## config.mk

```make
export PLATFORM = sky130hd
export DESIGN_NAME = row_buffer_loader_flat
export DESIGN_NICKNAME = d
export VERILOG_FILES = /design/src/rtl/row_buffer_loader_pkg.sv /design/src/rtl/row_buffer_loader_if.sv /design/src/rtl/row_buffer_loader_bank_ctrl.sv /design/src/rtl/row_buffer_loader.sv /design/src/flat_wrapper.sv
export SDC_FILE = /design/constraint.sdc
export NUM_CORES = 1
export LEC_CHECK = 0
export CORE_ASPECT_RATIO = 1.1
export CORE_MARGIN = 2
export CORE_UTILIZATION = 42
export CTS_CLUSTER_DIAMETER = 30
export DETAILED_ROUTE_END_ITERATION = 8
export PLACE_DENSITY_LB_ADDON = 0.15
export SYNTH_ARGS = -nofsm -noshare
export SYNTH_HDL_FRONTEND = slang
export SYNTH_HIERARCHICAL = 1
export SYNTH_SLANG_ARGS = --single-unit
```

## constraint.sdc

```tcl
create_clock -name clk -period 3.4 [get_ports clk]
set_input_delay 0.51 -clock clk [delete_from_list [all_inputs] [get_ports clk]]
set_output_delay 0.51 -clock clk [all_outputs]
set_load 0.01 [all_outputs]
```

## src/rtl/row_buffer_loader_pkg.sv

```systemverilog
// Shared accelerator-wide types and default sizes for the row buffer loader
// and the layer controller that consumes its rows.
package row_buffer_loader_pkg;

  localparam int DATA_WIDTH_DEF    = 8;
  localparam int ROW_LEN_DEF       = 16;
  localparam int ROW_CNT_WIDTH_DEF = 8;

  typedef enum logic [1:0] {
    BANK_EMPTY    = 2'd0,
    BANK_FILLING  = 2'd1,
    BANK_FULL     = 2'd2,
    BANK_DRAINING = 2'd3
  } bank_state_t;

endpackage

```

## src/rtl/row_buffer_loader_if.sv

```systemverilog
// Stream-in / row-read bus between upstream feeder, loader and controller.
// master = the side driving the loader (upstream + controller), slave = loader.
interface row_buffer_loader_if #(
  parameter int DATA_WIDTH    = 8,
  parameter int ROW_CNT_WIDTH = 8
);
  logic                     flush_i;
  logic                     in_valid_i;
  logic [DATA_WIDTH-1:0]    in_data_i;
  logic                     in_ready_o;
  logic                     read_en_i;
  logic                     data_rdy_o;
  logic [DATA_WIDTH-1:0]    rd_data_o;
  logic                     rd_valid_o;
  logic                     row_last_o;
  logic [ROW_CNT_WIDTH-1:0] rows_done_o;
  logic                     underflow_o;

  modport master (
    output flush_i, in_valid_i, in_data_i, read_en_i,
    input  in_ready_o, data_rdy_o, rd_data_o, rd_valid_o, row_last_o,
           rows_done_o, underflow_o
  );

  modport slave (
    input  flush_i, in_valid_i, in_data_i, read_en_i,
    output in_ready_o, data_rdy_o, rd_data_o, rd_valid_o, row_last_o,
           rows_done_o, underflow_o
  );
endinterface

```

## src/rtl/row_buffer_loader_bank_ctrl.sv

```systemverilog
// Per-bank lifecycle: EMPTY -> FILLING -> FULL -> DRAINING -> EMPTY.
// Exposes whether the bank may be written or read this cycle.
module row_bank_ctrl
  import row_buffer_loader_pkg::*;
(
  input  logic clk,
  input  logic rst_n,
  input  logic flush,
  input  logic wr_hit,
  input  logic wr_last,
  input  logic rd_hit,
  input  logic rd_last,
  output logic writable_o,
  output logic readable_o
);

  bank_state_t state_q, state_d;

  // State register
  always_ff @(posedge clk or negedge rst_n) begin
    if (!rst_n) state_q <= BANK_EMPTY;
    else        state_q <= state_d;
  end

  // Next-state: writes advance the fill phase, reads advance the drain phase
  always_comb begin
    state_d = state_q;
    if (flush) begin
      state_d = BANK_EMPTY;
    end else begin
      case (state_q)
        BANK_EMPTY:    if (wr_hit) state_d = wr_last ? BANK_FULL : BANK_FILLING;
        BANK_FILLING:  if (wr_hit && wr_last) state_d = BANK_FULL;
        BANK_FULL:     if (rd_hit) state_d = rd_last ? BANK_EMPTY : BANK_DRAINING;
        BANK_DRAINING: if (rd_hit && rd_last) state_d = BANK_EMPTY;
        default:       state_d = BANK_EMPTY;
      endcase
    end
  end

  // Outputs decoded from registered state only (no comb path from hits)
  always_comb begin
    writable_o = (state_q == BANK_EMPTY) || (state_q == BANK_FILLING);
    readable_o = (state_q == BANK_FULL)  || (state_q == BANK_DRAINING);
  end

endmodule

```

## src/rtl/row_buffer_loader.sv

```systemverilog
// Ping-pong row buffer: packs a word stream into two banks of ROW_LEN words
// and drains a complete row one word per read_en_i while the other bank fills.
module row_buffer_loader
  import row_buffer_loader_pkg::*;
#(
  parameter int DATA_WIDTH    = DATA_WIDTH_DEF,
  parameter int ROW_LEN       = ROW_LEN_DEF,
  parameter int ROW_CNT_WIDTH = ROW_CNT_WIDTH_DEF
) (
  input  logic           clk,
  input  logic           rst_n,
  row_buffer_loader_if.slave bus
);

  localparam int PTR_W = (ROW_LEN > 1) ? $clog2(ROW_LEN) : 1;
  localparam logic [PTR_W-1:0] LAST_IDX = PTR_W'(ROW_LEN - 1);

  logic [1:0] bank_wr_ok, bank_rd_ok, wr_hit, rd_hit;

  logic                     wr_sel_q, wr_sel_d, rd_sel_q, rd_sel_d;
  logic [PTR_W-1:0]         wr_ptr_q, wr_ptr_d, rd_ptr_q, rd_ptr_d;
  logic [DATA_WIDTH-1:0]    rd_data_q, rd_data_d;
  logic                     rd_valid_q, rd_valid_d;
  logic                     row_last_q, row_last_d;
  logic [ROW_CNT_WIDTH-1:0] rows_done_q, rows_done_d;
  logic                     underflow_q, underflow_d;

  // Storage is deliberately not reset; contents are only read once written
  logic [DATA_WIDTH-1:0] mem_q [2][ROW_LEN];

  logic in_ready, data_rdy, wr_fire, rd_fire, wr_last, rd_last;

  // Handshake decode; flush drops any concurrent transfer
  always_comb begin
    in_ready = bank_wr_ok[wr_sel_q];
    data_rdy = bank_rd_ok[rd_sel_q];
    wr_fire  = bus.in_valid_i & in_ready & ~bus.flush_i;
    rd_fire  = bus.read_en_i  & data_rdy & ~bus.flush_i;
    wr_last  = (wr_ptr_q == LAST_IDX);
    rd_last  = (rd_ptr_q == LAST_IDX);
  end

  // Two bank controllers; write and read always hit opposite banks
  for (genvar b = 0; b < 2; b++) begin : g_bank
    assign wr_hit[b] = wr_fire & (wr_sel_q == 1'(b));
    assign rd_hit[b] = rd_fire & (rd_sel_q == 1'(b));

    row_bank_ctrl u_bank_ctrl (
      .clk        (clk),
      .rst_n      (rst_n),
      .flush      (bus.flush_i),
      .wr_hit     (wr_hit[b]),
      .wr_last    (wr_last),
      .rd_hit     (rd_hit[b]),
      .rd_last    (rd_last),
      .writable_o (bank_wr_ok[b]),
      .readable_o (bank_rd_ok[b])
    );
  end

  // Pointer / bank-select / row counter advance; pointers wrap naturally
  always_comb begin
    wr_sel_d    = wr_sel_q;
    rd_sel_d    = rd_sel_q;
    wr_ptr_d    = wr_ptr_q;
    rd_ptr_d    = rd_ptr_q;
    rows_done_d = rows_done_q;
    if (bus.flush_i) begin
      wr_sel_d    = 1'b0;
      rd_sel_d    = 1'b0;
      wr_ptr_d    = '0;
      rd_ptr_d    = '0;
      rows_done_d = '0;
    end else begin
      if (wr_fire) begin
        wr_ptr_d = wr_ptr_q + PTR_W'(1);
        if (wr_last) wr_sel_d = ~wr_sel_q;
      end
      if (rd_fire) begin
        rd_ptr_d = rd_ptr_q + PTR_W'(1);
        if (rd_last) begin
          rd_sel_d    = ~rd_sel_q;
          rows_done_d = rows_done_q + ROW_CNT_WIDTH'(1);
        end
      end
    end
  end

  // Read-port output registers; rd_data holds when no read (also on flush)
  always_comb begin
    rd_valid_d  = rd_fire;
    row_last_d  = rd_fire & rd_last;
    rd_data_d   = rd_fire ? mem_q[rd_sel_q][rd_ptr_q] : rd_data_q;
    underflow_d = bus.flush_i ? 1'b0
                              : (underflow_q | (bus.read_en_i & ~data_rdy));
  end

  // Control and output state
  always_ff @(posedge clk or negedge rst_n) begin
    if (!rst_n) begin
      wr_sel_q    <= 1'b0;
      rd_sel_q    <= 1'b0;
      wr_ptr_q    <= '0;
      rd_ptr_q    <= '0;
      rd_data_q   <= '0;
      rd_valid_q  <= 1'b0;
      row_last_q  <= 1'b0;
      rows_done_q <= '0;
      underflow_q <= 1'b0;
    end else begin
      wr_sel_q    <= wr_sel_d;
      rd_sel_q    <= rd_sel_d;
      wr_ptr_q    <= wr_ptr_d;
      rd_ptr_q    <= rd_ptr_d;
      rd_data_q   <= rd_data_d;
      rd_valid_q  <= rd_valid_d;
      row_last_q  <= row_last_d;
      rows_done_q <= rows_done_d;
      underflow_q <= underflow_d;
    end
  end

  // Row storage write port
  always_ff @(posedge clk) begin
    if (wr_fire) mem_q[wr_sel_q][wr_ptr_q] <= bus.in_data_i;
  end

  assign bus.in_ready_o  = in_ready;
  assign bus.data_rdy_o  = data_rdy;
  assign bus.rd_data_o   = rd_data_q;
  assign bus.rd_valid_o  = rd_valid_q;
  assign bus.row_last_o  = row_last_q;
  assign bus.rows_done_o = rows_done_q;
  assign bus.underflow_o = underflow_q;

endmodule

```

## src/flat_wrapper.sv

```systemverilog
// flat-port wrapper written by rule: the top's interface ports become plain ports
module row_buffer_loader_flat import row_buffer_loader_pkg::*;
#(
  parameter int DATA_WIDTH    = DATA_WIDTH_DEF,
  parameter int ROW_LEN       = ROW_LEN_DEF,
  parameter int ROW_CNT_WIDTH = ROW_CNT_WIDTH_DEF
)
  (clk, rst_n, bus_flush_i, bus_in_valid_i, bus_in_data_i, bus_read_en_i, bus_in_ready_o, bus_data_rdy_o, bus_rd_data_o, bus_rd_valid_o, bus_row_last_o, bus_rows_done_o, bus_underflow_o);
  row_buffer_loader_if #(.DATA_WIDTH(DATA_WIDTH), .ROW_CNT_WIDTH(ROW_CNT_WIDTH)) bus_i ();
  input  logic clk;
  input  logic rst_n;
  input wire logic [$bits(bus_i.flush_i)-1:0] bus_flush_i;
  input wire logic [$bits(bus_i.in_valid_i)-1:0] bus_in_valid_i;
  input wire logic [$bits(bus_i.in_data_i)-1:0] bus_in_data_i;
  input wire logic [$bits(bus_i.read_en_i)-1:0] bus_read_en_i;
  output wire logic [$bits(bus_i.in_ready_o)-1:0] bus_in_ready_o;
  output wire logic [$bits(bus_i.data_rdy_o)-1:0] bus_data_rdy_o;
  output wire logic [$bits(bus_i.rd_data_o)-1:0] bus_rd_data_o;
  output wire logic [$bits(bus_i.rd_valid_o)-1:0] bus_rd_valid_o;
  output wire logic [$bits(bus_i.row_last_o)-1:0] bus_row_last_o;
  output wire logic [$bits(bus_i.rows_done_o)-1:0] bus_rows_done_o;
  output wire logic [$bits(bus_i.underflow_o)-1:0] bus_underflow_o;
  assign bus_i.flush_i = bus_flush_i;
  assign bus_i.in_valid_i = bus_in_valid_i;
  assign bus_i.in_data_i = bus_in_data_i;
  assign bus_i.read_en_i = bus_read_en_i;
  assign bus_in_ready_o = bus_i.in_ready_o;
  assign bus_data_rdy_o = bus_i.data_rdy_o;
  assign bus_rd_data_o = bus_i.rd_data_o;
  assign bus_rd_valid_o = bus_i.rd_valid_o;
  assign bus_row_last_o = bus_i.row_last_o;
  assign bus_rows_done_o = bus_i.rows_done_o;
  assign bus_underflow_o = bus_i.underflow_o;
  row_buffer_loader #(.DATA_WIDTH(DATA_WIDTH), .ROW_LEN(ROW_LEN), .ROW_CNT_WIDTH(ROW_CNT_WIDTH)) u_core (.clk(clk), .rst_n(rst_n), .bus(bus_i));
endmodule
```

* Yosys cells after proc, flatten, opt, wreduce, memory -nomap -nowiden *
Memories as Yosys holds them, arrays and structs flattened.
Cells that the tools add are included.

storage, ports and cells
  word-level logic and storage cells = 111
  memory bits (writable) = 256
  output and inout bits = 21
  input port bits = 13
  memories = 1
  register bits = 33

operators by class
  equal/unequal tests = 16
  bitwise logic cells = 17
  add/subtract/negate cells = 3
  muxes and demuxes = 39
  reduce and logical (&&, ||, !) cells = 19
  order comparisons = 5

memory list
  name          words  bits a word  rd ports  clocked after Yosys merged registers in  write ports  line                     RTL
  u_core.mem_q  2      128          1         0                                        1            row_buffer_loader.sv:29  logic [DATA_WIDTH-1:0] mem_q [2][ROW_LEN];

operators by type and width
  kind                                                         count
  two-way mux 128 bit                                          1
  two-way mux 8 bit                                            6
  binary-select mux 8 bit (select 4 bit)                       1
  demux 8 bit (select 4 bit)                                   1
  two-way mux 2 bit                                            12
  inequality test 3 bit (second input constant)                8
  two-way mux 4 bit                                            4
  case mux 2 bit (4 select lines)                              2
  two-way mux 1 bit                                            12
  AND 1 bit                                                    10
  >= comparator 5 bit (second input constant)                  2
  inverter 4 -> 5 bit                                          2
  adder 4 x 1 -> 4 bit (second input constant)                 2
  adder 8 x 1 -> 8 bit (second input constant)                 1
  equality test 2 bit (second input constant)                  4
  equality test 4 bit (second input constant)                  2
  AND reduction 4 bit                                          2
  nonzero test 2 bit                                           4
  logical AND 1 bit                                            5
  less-than comparator 5 x 1 -> 1 bit (second input constant)  1
  equality test 2 x 1 -> 1 bit (second input constant)         2
  logical NOT 2 bit                                            2
  logical OR 1 bit                                             4
  less-than comparator 1 x 2 -> 1 bit (second input constant)  2
  3 further kinds                                              7

* Longest topological paths before layout *
  depth in word-level cells = 11
  gate-level depth with buffers = 9
  depth with buffers taken out = 8

* Cells and area by module *
The synthesis kept the hierarchy.

by module, submodules not included
  module             times used  area each (um^2)  sequential area each (um^2)  cells each
  row_buffer_loader  1           11466.0           8413.1                       621
  row_bank_ctrl      2           160.2             50.0                         22

* Worst setup path after synthesis *
No wires, ideal clock.

  path type = input-to-reg
  from = input bus_in_valid_i
  to = memory u_core/mem_q[0][10] (netlist bit) (enable)
  setup slack = 1.121 ns
  required time = 3.030 ns
  cell stages on the path = 3
  arrival = 1.909 ns
  setup time = 0.370 ns
  path buffers = 0
  path through = nor4bb_1 -> nand2_1 -> nor2_1

on the way
  word-level cells in the longest chain between the ends = 4

ends and longest elaborated chain
  item                                       line                      RTL
  from (decl)                                flat_wrapper.sv:13        input wire logic [$bits(bus_i.in_valid_i)-1:0] bus_in_valid_i;
  AND 1 bit (2 in series)                    row_buffer_loader.sv:37   wr_fire = bus.in_valid_i & in_ready & ~bus.flush_i;
  two-way mux 1 bit                          row_buffer_loader.sv:125  if (wr_fire) mem_q[wr_sel_q][wr_ptr_q] <= bus.in_data_i;
  two-way mux 128 bit (implied by the code)  row_buffer_loader.sv:125
  to (decl)                                  row_buffer_loader.sv:29

Every way passes these cells.

* Final worst setup path *
  from = register u_core.rd_sel_q
  to = output bus_data_rdy_o

on the way
  word-level cells in the longest chain between the ends = 2

ends and longest elaborated chain
  item                                                   line                      RTL
  from (decl)                                            row_buffer_loader.sv:20   logic wr_sel_q, wr_sel_d, rd_sel_q, rd_sel_d;
  from (signal assigned)                                 row_buffer_loader.sv:112  rd_sel_q <= rd_sel_d;
  two-way mux 1 bit (implied by the code) (2 in series)  row_buffer_loader.sv:36   data_rdy = bank_rd_ok[rd_sel_q];
  to (decl)                                              flat_wrapper.sv:17        output wire logic [$bits(bus_i.data_rdy_o)-1:0] bus_data_rdy_o;

Every way passes these cells. The select of a mux whose other input is x is not followed.

==> metrics.txt <==
status finished clean; GPL Wtd Cong 0.831; Synth top cells by count 256 x edfxtp_1, 62 x nor2_1, 58 x mux2i_1; Post-synth EDFFs 256; number of global-route vias before repair 6667; Clock Path Buffers 3; Arrival @ worst endpoint 2.47 ns; Vias/cell 5.42; RSZ-0062 raised after global routing false; Antenna diodes 0; CTS buffer count 56; initial antenna violation count 0; TritonCTS clock tree done; largest family of logic cells by synthesized area multiplexers; Bufs and invs on worst path 2; multi-input logic area 0.00291 mm²; Worst setup EP type output pin; final slew viol count 0; Worst-Skew Late Latency 0.56 ns; post-synthesis simple-gate area fraction 5.29%; crit path launch u_core/rd_sel_q; dominant cells by area after synthesis edfxtp_1 65%, dfrtp_1 7.0%, mux4_2 5.9%; Fin Setup TNS 0 ns; DRC 0; Slew @ Worst Pin 0.907 ns; largest net degree at the start of global routing 34; layout cells sized above 1 23.2%; Ys Warns 6; Initial Util 42.5%; critical path's largest stage delay 0.69 ns; required time of the worst setup path 2.89 ns; DP HPWL 17200 µm; CTS clk-pin slew, worst paths 0.04 ns; CP Launch Type flip-flop; Worst Reg-to-Reg Cells 8; relative slew slack 39.6%; Synth Register Bits 289; xor and xnor area share after synthesis 0.817%; grt ovf 0; mux cell area share after synthesis 13.0%; # nets final 792; die height 180 µm; IO Port Bufs 33; remaining antenna violation count after routing 0; Achievable Freq 336 MHz; vias 6402; CTS H-tree depth 2; P per Cell Area 713 mW/mm²; row count 64; Leak 0.00488 µW; worst setup path endpoint bus_data_rdy_o; worst flop-to-flop path startpoint u_core/rd_sel_q; CP delay by family, top buffers and inverters; IO Count 34; post_cts resized 0; Layout Skew 0.0190 ns; critical setup path kind reg -> out; flip-flop and latch area 0.00852 mm²; first-pass GRT wire length 41300 µm; Crit-path slowest cell dfrtp_4; met1 usage 25.6%; final setup fails 0; global-route track usage on met3 3.55%; most frequent cell after synthesis edfxtp_1; adder-cell area share of the yosys netlist 0.637%; endpoints failing hold 0; worst-path fanout max 23; postcts setup bufs 0; core footprint 0.0277 mm²; post-synth net total 684; cell taking the most area after synthesis edfxtp_1; Critical Path Stages 3; grt met2 use 30.7%; FF-to-FF End u_core/g_bank[1].u_bank_ctrl/state_q[1]; top_reg_cell synth edfxtp_1; total clock sinks 289; drt wl/cell 22.9 µm; register area share after synthesis 72.2%; Tcrit/Tclk final 87.6%; full die area 0.0294 mm²; Root Buffer clkbuf_16; Post-Route WL 27000 µm; library cells used by synthesis 52; CTS Hold Buffers Added 0; Hold WS 0.0862 ns; Synth top area share 65.2%; TritonRoute pass-1 iters 5; r2r setup slk 0.82 ns; Die Wd 164 µm; peak supply drop 0.523 mV; synthesized area 0.0118 mm²; Filler Cell Count 2272; minimum clock period 2.98 ns; Syn Inst Count 665; post-synthesis average cell area 17.7 µm²; async set-reset flop share out of synthesis 11.4%; Max Cap Violations 0; CP Cell Sequence mux2i_1 > inv_2 > clkdlybuf4s50_1; Iter 0 DRT Violations 770; GRT Total Usage 18.8%; Compound-Gate Fraction of Synth Area 5.02%; Hold Crit Class in -> async; busiest grt layer met2; Syn-to-layout area delta 23.3%
## through the flow
stage / area, µm² / worst slack, ns / util [%] / cells / total power, µW
after global placement: 12600 / 0.838 / 45.6 / 1078 / 5000
final: 14500 / 0.423 / 52.5 / 1181 / 10400
after CTS: 14500 / 0.370 / 52.5 / 1181 / 10500
after floorplan: 11800 / 1.12 / - / 665 / 4620
after global routing: 14500 / 0.284 / 52.5 / 1181 / 10700
after detailed placement: 12600 / 0.824 / 45.6 / 1078 / 5020
## layout by cell type (no fill, tap or decap), types with 19 or more instances in the layout
cell type,n
a21oi_1,19
clkbuf_16,57
clkdlybuf4s50_1,32
buf_4,52
mux4_2,31
edfxtp_1,256
a211oi_1,20
nor2_1,62
mux2i_1,58
o22ai_1,26
dfrtp_1,32
## routing by layer
layer | part of all wire (%) | vias up | wire, µm
li1 | - | 2885 | -
met1 | 44 | 3275 | 11800
met2 | 49 | 192 | 13300
met3 | 4.6 | 50 | 1240
met4 | 2.5 | 0 | 679
met5 | 0 | - | 0
## registers in the layout, summed over array words and instances (netlist names)
register	cells
u_core/bus.underflow_o	1
u_core/mem_q	256
u_core/rd_sel_q	1
u_core/bus.rows_done_o	8
u_core/bus.rd_data_o	8
u_core/g_bank.u_bank_ctrl/state_q	4
u_core/wr_sel_q	1
u_core/bus.rd_valid_o	1
u_core/wr_ptr_q	4
u_core/rd_ptr_q	4
u_core/bus.row_last_o	1
## where the power goes
group          internal (µW)  switching [µW]
sequential              3980             123
combinational            372             490
clock                   3600            1800
total                   7950            2410
## layout make-up
class	instances	area share, %
clock inverters	42	3.12
flip-flops and latches	289	58.6
clock buffers	61	9.92
multi-input cells	330	20.0
repair buffers	85	4.92
well taps	363	3.12
inverters	11	0.284
## logic make-up after synthesis
kind of cell             count (synthesis)
flip-flops                             289
AO/OA/AOI/OAI                           85
buffers and inverters                   46
adder cells (fa/ha/maj)                  6
multiplexers                            99
XOR/XNOR                                11
AND/OR/NAND/NOR                        129
## worst min-delay path by stage
stage                                       from  depth (start not counted)                        end  slack, ns
final                                      rst_n                          1  u_core/bus.rows_done_o[3]       0.09
after global routing                       rst_n                          1  u_core/bus.rows_done_o[3]       0.16
after CTS                                  rst_n                          1    u_core/bus.rd_data_o[1]       0.09
after detailed placement  u_core/bus.underflow_o                          2     u_core/bus.underflow_o       0.50
after global placement    u_core/bus.underflow_o                          2     u_core/bus.underflow_o       0.49
after floorplan                            rst_n                          0    u_core/bus.rd_data_o[0]       0.21
## worst reg2reg max path, cell delays in order (launching register included)
cell and delay [ns]:
dfrtp_4 0.69, mux2i_1 0.52, nor3_1 0.09, buf_4 0.21, and2_1 0.22, a211oi_1 0.28
o21ai_0 0.18, a21oi_1 0.20, a31oi_1 0.06
No activity file was read; power rests on OpenSTA's default activity.
